===== src/rtl/regio_pkg.sv =====
// Shared types and constants for the host register bank.
// REGIO_ERR_CNT_EN (optional) enables the error-response counter in register_io_bank.
package regio_pkg;

    typedef enum logic [1:0] {
        StIdle,
        StAccess,
        StResp
    } state_e;

    localparam logic [31:0] RD_UNMAPPED = 32'hFFFF_FFFF;
    localparam int unsigned ERR_CNT_W   = 16;

    // Index width for a window of n words; at least one bit so ports stay legal for n == 1.
    function automatic int unsigned idx_width(input int unsigned n);
        return (n > 1) ? $clog2(n) : 1;
    endfunction

endpackage


===== src/rtl/register_io_decode.sv =====
// Combinational address decode into local settings, read-only status and error-counter windows.
// The error-counter hit exists only when REGIO_ERR_CNT_EN is defined.
module register_io_decode
    import regio_pkg::*;
#(
    parameter int unsigned ADDR_W      = 7,
    parameter int unsigned BASE_ADDR   = 51,
    parameter int unsigned NUM_REGS    = 2,
    parameter int unsigned RO_BASE     = 1,
    parameter int unsigned NUM_RO      = 4,
    parameter int unsigned LOCAL_IDX_W = idx_width(NUM_REGS),
    parameter int unsigned RO_IDX_W    = idx_width(NUM_RO)
) (
    input  logic [ADDR_W-1:0]      addr,
    output logic                   hit_local,
    output logic                   hit_ro,
    output logic                   hit_errcnt,
    output logic [LOCAL_IDX_W-1:0] local_idx,
    output logic [RO_IDX_W-1:0]    ro_idx
);

    logic [31:0] addr_ext;
    logic [31:0] local_off;
    logic [31:0] ro_off;

    assign addr_ext  = 32'(addr);
    assign local_off = addr_ext - BASE_ADDR;
    assign ro_off    = addr_ext - RO_BASE;

    assign hit_local = (addr_ext >= BASE_ADDR) && (addr_ext < BASE_ADDR + NUM_REGS);
    assign hit_ro    = (addr_ext >= RO_BASE) && (addr_ext < RO_BASE + NUM_RO);
    assign local_idx = local_off[LOCAL_IDX_W-1:0];
    assign ro_idx    = ro_off[RO_IDX_W-1:0];

`ifdef REGIO_ERR_CNT_EN
    // Lowest priority: only claims the address if no real window does.
    assign hit_errcnt = !hit_local && !hit_ro && (addr_ext == BASE_ADDR + NUM_REGS);
`else
    assign hit_errcnt = 1'b0;
`endif

    if ((BASE_ADDR < RO_BASE + NUM_RO) && (RO_BASE < BASE_ADDR + NUM_REGS)) begin : g_overlap
        $error("register_io_decode: local and read-only windows overlap");
    end

endmodule


===== src/rtl/register_io_bank.sv =====
// Host register bank: local settings registers, read-only status window and settings-bus echo.
// Define REGIO_ERR_CNT_EN to add a saturating err-response counter at BASE_ADDR+NUM_REGS.
module register_io_bank
    import regio_pkg::*;
#(
    parameter int unsigned ADDR_W    = 7,
    parameter int unsigned BASE_ADDR = 51,
    parameter int unsigned NUM_REGS  = 2,
    parameter int unsigned RO_BASE   = 1,
    parameter int unsigned NUM_RO    = 4,
    parameter logic [31:0] RESET_VAL = 32'h0
) (
    input  logic                   clk,
    input  logic                   reset,
    input  logic                   req,
    input  logic                   we,
    input  logic [ADDR_W-1:0]      addr,
    input  logic [31:0]            wdata,
    output logic [31:0]            rdata,
    output logic                   ack,
    output logic                   err,
    input  logic [NUM_RO*32-1:0]   ro_in,
    output logic [NUM_REGS*32-1:0] regs_out,
    output logic                   strobe_wr,
    output logic [ADDR_W-1:0]      addr_wr,
    output logic [31:0]            data_wr
);

    localparam int unsigned LocalIdxW = idx_width(NUM_REGS);
    localparam int unsigned RoIdxW    = idx_width(NUM_RO);

    state_e state_q, state_d;

    logic [ADDR_W-1:0]    addr_q;
    logic                 we_q;
    logic [31:0]          wdata_q;
    logic [31:0]          rdata_q;
    logic [31:0]          rdata_d;
    logic                 err_q;
    logic                 err_d;
    logic [ADDR_W-1:0]    addr_wr_q;
    logic [31:0]          data_wr_q;
    logic [31:0]          regs_q [NUM_REGS];
    logic [31:0]          ro_words [NUM_RO];
    logic [ERR_CNT_W-1:0] err_cnt;

    logic                 hit_local;
    logic                 hit_ro;
    logic                 hit_errcnt;
    logic [LocalIdxW-1:0] local_idx;
    logic [RoIdxW-1:0]    ro_idx;

    // Decode always looks at the latched address, so it is stable through ACCESS.
    register_io_decode #(
        .ADDR_W     (ADDR_W),
        .BASE_ADDR  (BASE_ADDR),
        .NUM_REGS   (NUM_REGS),
        .RO_BASE    (RO_BASE),
        .NUM_RO     (NUM_RO),
        .LOCAL_IDX_W(LocalIdxW),
        .RO_IDX_W   (RoIdxW)
    ) u_decode (
        .addr      (addr_q),
        .hit_local (hit_local),
        .hit_ro    (hit_ro),
        .hit_errcnt(hit_errcnt),
        .local_idx (local_idx),
        .ro_idx    (ro_idx)
    );

    for (genvar i = 0; i < NUM_RO; i++) begin : g_ro
        assign ro_words[i] = ro_in[32*i +: 32];
    end

    for (genvar i = 0; i < NUM_REGS; i++) begin : g_regs
        assign regs_out[32*i +: 32] = regs_q[i];
    end

    // State register
    always_ff @(posedge clk) begin
        if (reset) begin
            state_q <= StIdle;
        end else begin
            state_q <= state_d;
        end
    end

    // Next state
    always_comb begin
        state_d = state_q;
        unique case (state_q)
            StIdle:   if (req) state_d = StAccess;
            StAccess: state_d = StResp;
            StResp:   state_d = StIdle;
            default:  state_d = StIdle;
        endcase
    end

    // Outputs
    always_comb begin
        ack       = 1'b0;
        err       = 1'b0;
        strobe_wr = 1'b0;
        unique case (state_q)
            StIdle:   ;
            StAccess: strobe_wr = we_q;
            StResp: begin
                ack = 1'b1;
                err = err_q;
            end
            default:  ;
        endcase
    end

    assign rdata   = rdata_q;
    assign addr_wr = addr_wr_q;
    assign data_wr = data_wr_q;

    // Readback mux; local registers win over every other window.
    always_comb begin
        rdata_d = RD_UNMAPPED;
        if (hit_local) begin
            rdata_d = regs_q[local_idx];
        end else if (hit_ro) begin
            rdata_d = ro_words[ro_idx];
        end else if (hit_errcnt) begin
            rdata_d = 32'(err_cnt);
        end
    end

    // Writes into the RO window are still errors even though they reach the settings bus.
    assign err_d = !(hit_local || hit_errcnt || (hit_ro && !we_q));

    always_ff @(posedge clk) begin
        if (reset) begin
            addr_q    <= '0;
            we_q      <= 1'b0;
            wdata_q   <= '0;
            rdata_q   <= '0;
            err_q     <= 1'b0;
            addr_wr_q <= '0;
            data_wr_q <= '0;
            for (int i = 0; i < NUM_REGS; i++) begin
                regs_q[i] <= RESET_VAL;
            end
        end else begin
            if (state_q == StIdle && req) begin
                addr_q  <= addr;
                we_q    <= we;
                wdata_q <= wdata;
                if (we) begin
                    addr_wr_q <= addr;
                    data_wr_q <= wdata;
                end
            end
            if (state_q == StAccess) begin
                err_q <= err_d;
                if (!we_q) begin
                    rdata_q <= rdata_d;
                end else if (hit_local) begin
                    regs_q[local_idx] <= wdata_q;
                end
            end
        end
    end

`ifdef REGIO_ERR_CNT_EN
    logic [ERR_CNT_W-1:0] err_cnt_q;

    always_ff @(posedge clk) begin
        if (reset) begin
            err_cnt_q <= '0;
        end else if (state_q == StAccess && we_q && hit_errcnt) begin
            err_cnt_q <= '0;
        end else if (state_q == StResp && err_q && err_cnt_q != '1) begin
            err_cnt_q <= err_cnt_q + 1'b1;
        end
    end

    assign err_cnt = err_cnt_q;
`else
    assign err_cnt = '0;
`endif

endmodule


===== config.mk =====
export PLATFORM = sky130hd
export DESIGN_NAME = register_io_bank
export DESIGN_NICKNAME = d
export VERILOG_FILES = /design/src/rtl/regio_pkg.sv /design/src/rtl/register_io_decode.sv /design/src/rtl/register_io_bank.sv
export SDC_FILE = /design/constraint.sdc
export NUM_CORES = 1
export LEC_CHECK = 0
export BUFFER_PORTS_ARGS = -buffer_cell sky130_fd_sc_hd__buf_2
export CORE_MARGIN = 3
export CORE_UTILIZATION = 49
export DETAILED_ROUTE_END_ITERATION = 8
export GPL_ROUTABILITY_DRIVEN = 0
export PLACE_DENSITY = 0.89
export SYNTH_ARGS = -nofsm -noshare
export SYNTH_HDL_FRONTEND = slang
export SYNTH_HIERARCHICAL = 1
export SYNTH_SLANG_ARGS = --single-unit
export TNS_END_PERCENT = 5

===== constraint.sdc =====
create_clock -name clk -period 2.65 [get_ports clk]
set_input_delay 0.53 -clock clk [delete_from_list [all_inputs] [get_ports clk]]
set_output_delay 0.53 -clock clk [all_outputs]
set_load 0.02 [all_outputs]

==> results of run 1 <==
==> metrics by stage <==
step / total power [mW] / hold WS, ns
2_1_floorplan: 3.74 / 0.427
3_3_place_gp: 4.11 / 0.438
3_5_place_dp: 4.14 / 0.443
4_1_cts: 6.36 / 0.303
5_1_grt: 6.55 / 0.306
6_report: 6.33 / 0.328
==> registers in the layout, indices dropped and copies added (netlist names) <==
register and flops:
regs_q 64, err_q 1, addr_wr 7, wdata_q 32
state_q 2, addr_q 7, rdata 32, data_wr 32
we_q 1
==> worst max-delay path by stage <==
stage,cells past startpoint,to
2_1_floorplan,4,regs_q[0][0]$_SDFFCE_PN0P_
3_3_place_gp,5,regs_q[1][16]$_SDFFCE_PN0P_
3_5_place_dp,5,regs_q[1][16]$_SDFFCE_PN0P_
4_1_cts,5,regs_q[1][12]$_SDFFCE_PN0P_
5_1_grt,8,rdata[4]$_SDFFE_PP0P_
6_report,5,regs_q[1][24]$_SDFFCE_PN0P_
==> power by group <==
group	internal [mW]	switching, mW
Clock	1.19	1.04
Combinational	0.454	0.582
Sequential	2.96	0.0928
Total	4.61	1.71
==> cell usage after synthesis <==
cell | instances | area share
a2111o_1 | 1 | 0.0014
a211oi_1 | 33 | 0.031
a21oi_1 | 80 | 0.051
a22oi_1 | 32 | 0.030
and2_1 | 66 | 0.052
and4_1 | 1 | 0.0011
and4b_1 | 1 | 0.0013
and4bb_2 | 1 | 0.0016
buf_2 | 35 | 0.022
buf_4 | 2 | 0.0019
clkbuf_1 | 30 | 0.014
conb_1 | 1 | 0.00047
dfxtp_1 | 114 | 0.29
edfxtp_1 | 64 | 0.24
ha_1 | 2 | 0.0032
inv_1 | 3 | 0.0014
mux2_2 | 96 | 0.14
nand2_1 | 158 | 0.075
nand2b_1 | 1 | 0.00079
nand4bb_1 | 2 | 0.0028
nor2_1 | 5 | 0.0024
nor2b_1 | 2 | 0.0016
nor3b_1 | 1 | 0.00095
nor3b_2 | 2 | 0.0032
nor4_1 | 2 | 0.0016
nor4_2 | 1 | 0.0016
nor4b_1 | 1 | 0.0011
o21a_1 | 1 | 0.00095
o22ai_1 | 32 | 0.025
or2_1 | 1 | 0.00079
or2_2 | 2 | 0.0016
or3b_1 | 1 | 0.0011
==> cells by family (layout without fill, tap and decap cells) <==
group | count (synthesis) | after routing | share of synthesized area
DFF | 178 | 178 | 0.530
and+or+nand+nor | 248 | 248 | 0.150
adders and majority gates | 2 | 2 | 0.00316
muxes | 96 | 96 | 0.136
buffers and inverters | 70 | 365 | 0.0396
AOI/OAI and AO/OA | 179 | 179 | 0.140
other | 1 | 4 | 0.000473
==> critical path, stage by stage (launching register included) <==
cell,delay [ns]
dfxtp_1,0.45
ha_1,0.20
a211oi_1,0.04
nor4_1,0.35
and4_1,0.28
or2_2,0.65
==> layout make-up <==
cell class	instances	area, um^2	area share
timing repair buffer	330	1730	0.170
antenna	3	7.51	0.000738
tap	211	264	0.0259
clock inverter	13	88.8	0.00873
clock buffer	19	433	0.0425
inverter	3	11.3	0.00111
sequential	178	4200	0.413
multi-input combinational	526	3430	0.337
==> routing by layer <==
layer  GRT usage  vias to the layer above  part of all wire
li1            -                     3310                 -
met1       0.314                     3215              0.40
met2       0.432                      338              0.50
met3      0.0548                       48             0.075
met4      0.0920                        0             0.030
met5           0                        -                 0
==> reports/results.ini, run 1 <==
[route]
drtIter0Drc=434
route.detailed.drc=0
wl_um=23600
ant_nets=0
vias_per_cell=5.39
wire_per_inst_um=18.4
dr.pass1.iters=5
vias=6911

[sta]
max_freq_mhz=426
relSlewSlack=0.444
final.setup.worst_slack_ns=0.304
finalHoldViolations=0
finClkSkew_ns=0.00960
tightest_slew_ns=0.834
final-max-slew-violation-count=0
rsz0062_at_grt=no
timing.final.crit_period_ns=2.35
setup_violations=0
finalSetupTns_ns=0
period_share=0.885

[clock_tree]
clockRootBuffer=clkbuf_16
cts_buffer_depth=2
clock_sinks=178
cts_tree=built
ctsHtreeMaxLevel=4
clk_pin_slew_ns=0.06
clock_latency_ns=0.43
cts-resized-gates=0
cts_buffers=17
post-cts-setup-buffers=0
cts_hold_buf=0

[outcome]
status=completed

[finish]
postLayoutCoreUtil=0.655
syn_to_final_growth_pct=28.4
drive_gt1_frac=0.433
mostFrequentLayoutCell=buf_2
nets=1229
nFillCells=1236
instances_no_fill=1283
final_cell_mix=buf_2 (307), nand2_1 (158), dfxtp_1 (114)
finalInstanceArea_um2=10200

[logic_synthesis]
yosysSeqAreaShare=0.530
synth_seq_cells=178
synth_cells=774
ys_types=32
synth_fp_nets=947
syn_area_um2=7930
ys_warn_count=6
syn_area_per_cell_um2=10.2

[placement]
dp_hpwl_um=17300
placed_area_um2=9650
post-place-cells=1248
portBuffers=308
pre_cts_slack_ns=0.337

[hold_path]
hold_path.class=in2reg
holdPathStages=2
min_to=state_q[1]$_SDFFE_PP0P_
hp-start=reset

[die]
design.core.area_um2=15500
die_h_um=133
die_w_um=133
die-area_um2=17700
initial_utilization=0.510
core.rowCount=45
io_pins=309

[critical_path]
crit_path_start=addr_q[0]$_SDFFE_PP0P_
cp.required_ns=2.71
worstSetupPathType=reg2reg
crit-reg2reg-launch=addr_q[0]$_SDFFE_PP0P_
r2r_slack_ns=0.30
worstPathArrival_ns=2.40
cp_max_fo=32
worstSetupEndpointType=register
rr_worst_depth=5
r2r-end=regs_q[1][24]$_SDFFCE_PN0P_
worst_setup_path_start_kind=register

[grt]
grt_pass1_vias=6631
grt_pass1_wl_um=35400
grt-ovfl-total=0
gr-usage-all-layers=0.252
grt_max_degree=83
antenna_found_initial=3

[pwr]
pwr_density_cell_nw_per_um2=622
leakage_nw=4.39
ir_drop_mv=0.444

[job]
drv_cap=0

(Power assumes the default switching activity.)
==> run 2, diff against run 1 <==
--- a/config.mk
+++ b/config.mk
@@ -11,6 +11,7 @@
 export DETAILED_ROUTE_END_ITERATION = 8
 export GPL_ROUTABILITY_DRIVEN = 0
 export PLACE_DENSITY = 0.89
+export SETUP_SLACK_MARGIN = 0.4
 export SYNTH_ARGS = -nofsm -noshare
 export SYNTH_HDL_FRONTEND = slang
 export SYNTH_HIERARCHICAL = 1
==> run 2 against run 1 <==
Combinational power about the same. Hold slack got worse by 0.014 ns. Sequential share of layout area down 0.29 points. Cell area rose by 0.71%. Critical path depth grew 3. Largest power group unchanged. Highest routed layer unchanged.
==> reports/results.ini, run 2 (synthesis results as in run 1) <==
[finish]
mostFrequentLayoutCell=buf_2
syn_to_final_growth_pct=29.3
nets=1232  ; +0.24%
finalInstanceArea_um2=10200  ; +0.71%
nFillCells=1224  ; -0.97%
regMostFlops=regs_q
instances_no_fill=1285  ; +0.16%
final_cell_mix=buf_2 (307), nand2_1 (158), dfxtp_1 (114)
drive_gt1_frac=0.438  ; +0.00532
largest_reg_flops=64  ; unchanged
postLayoutCoreUtil=0.660  ; +0.00467

[sta]
relSlewSlack=0.418  ; -0.0253
final-max-slew-violation-count=0  ; unchanged
rsz0062_at_grt=yes
finClkSkew_ns=0.0120  ; +0.00236 ns
timing.final.crit_period_ns=2.16  ; -0.187 ns
tightest_slew_ns=0.872  ; +0.0379 ns
period_share=0.815  ; -0.0705
finalHoldViolations=0  ; unchanged
setup_violations=0  ; unchanged
max_freq_mhz=463  ; +8.7%
finalSetupTns_ns=0  ; unchanged

[pwr]
ir_drop_mv=0.428  ; -3.6%
finalPower_mw=6.51  ; +3.0%
leakage_nw=4.43  ; +0.94%
pwr_density_cell_nw_per_um2=636  ; +2.2%

[hold_path]
hold_path.class=in2reg

[critical_path]
critPathMostFrequentCell=buf_4
cp_top_family=buffers and inverters
critPathBufInv=2  ; +2
cp.required_ns=2.98  ; +0.27 ns
worstPathArrival_ns=2.49  ; +0.09 ns
cpMaxStageDelayCell=dfxtp_1
cp_max_fo=32  ; unchanged
worstSetupPathType=reg2reg
max_stage_delay_ns=0.49  ; -0.16 ns
cp_cell_sequence=ha_4 > nor4_1 > nor4b_1 > buf_4 > and2_1 > buf_4 > a22oi_1 > a211oi_1
worst_setup_path_start_kind=register
worstSetupEndpointType=register

[route]
vias_per_cell=5.44  ; +1.1%
route.detailed.drc=0  ; unchanged
ant_nets=0  ; unchanged
vias=6995  ; +1.2%
drtIter0Drc=496  ; +14%
wl_um=23600  ; -0.17%
dr.pass1.iters=5  ; unchanged
wire_per_inst_um=18.4  ; -0.32%

[die]
initial_utilization=0.510  ; unchanged
die_h_um=133  ; unchanged
core.rowCount=45  ; unchanged
design.core.area_um2=15500  ; unchanged
die_w_um=133  ; unchanged
io_pins=309  ; unchanged
die-area_um2=17700  ; unchanged

[grt]
grt_pass1_vias=6515  ; -1.7%
grt-ovfl-total=0  ; unchanged
antenna_found_initial=2  ; -1
gr-usage-all-layers=0.254  ; +0.00238
grt_max_degree=82  ; -1.2%
grt_pass1_wl_um=35400  ; about the same

[clock_tree]
cts_tree=built
cts_buffer_depth=2  ; unchanged
clk_pin_slew_ns=0.07  ; about the same
cts_buffers=17  ; unchanged
ctsHtreeMaxLevel=4  ; unchanged
post-cts-setup-buffers=0  ; unchanged
clock_latency_ns=0.43  ; about the same
clock_sinks=178  ; unchanged
clockRootBuffer=clkbuf_16

[placement]
portBuffers=308  ; unchanged
post-place-cells=1250  ; +0.16%
placed_area_um2=9650  ; about the same
dp_hpwl_um=17300  ; +0.10%

[job]
drv_cap=0  ; unchanged

[outcome]
status=completed

-- run 2: cell count changes in the layout (fill, tap and decap cells not counted), sizes merged --
| cell | delta |
|---|---|
| clkinvlp | -3 |
| or2 | +1 |
| inv | +6 |
| diode | -1 |
| clkbuf | -2 |
| clkinv | -1 |
| buf | +2 |
-- run 2: timing repair --
action | in CTS | in global routing
gates cloned | 0 | 1
resized for setup | 0 | 3
pin swaps | 0 | 0
setup endpoints to repair | 40 | 96
hold buffers | 0 | 0
-- run 2: power by group --
group	total (mW)	internal, mW	switching, mW
Combinational	1.05	0.466	0.582
Clock	2.41	1.25	1.16
Sequential	3.06	2.96	0.0970
Total	6.51	4.68	1.84
-- run 2: per-layer routing --
| layer | track usage | routed length (um) |
|---|---|---|
| met3 | 0.0514 | 1640 |
| met2 | 0.423 | 11500 |
| met1 | 0.330 | 9760 |
| met5 | 0 | 0 |
| met4 | 0.0954 | 704 |
-- run 2: area by class of cell --
class	count	area [um^2]	share of cell area
antenna	2	5.00	0.000488
multi-input combinational	527	3450	0.337
sequential	178	4200	0.410
clock inverter	15	144	0.0140
tap	211	264	0.0258
timing repair buffer	332	1740	0.170
inverter	3	11.3	0.00110
clock buffer	17	425	0.0415
-- run 2: worst paths after layout --
check                          from                      end  slack [ns]  cells past startpoint
max          addr_q[0]$_SDFFE_PP0P_    rdata[7]$_SDFFE_PP0P_        0.49                      8
min                           reset  state_q[1]$_SDFFE_PP0P_        0.31                      2
max reg2reg  addr_q[0]$_SDFFE_PP0P_    rdata[7]$_SDFFE_PP0P_        0.49                      8
min reg2reg  addr_q[3]$_SDFFE_PP0P_   addr_q[3]$_SDFFE_PP0P_        0.45                      2
-- run 2: metrics by stage --
stage	setup WS, ns	hold WS (ns)
after global placement	0.406	0.439
after detailed placement	0.368	0.444
after floorplan	0.400	0.427
after global routing	0.319	0.297
after CTS	0.331	0.286
final	0.491	0.314
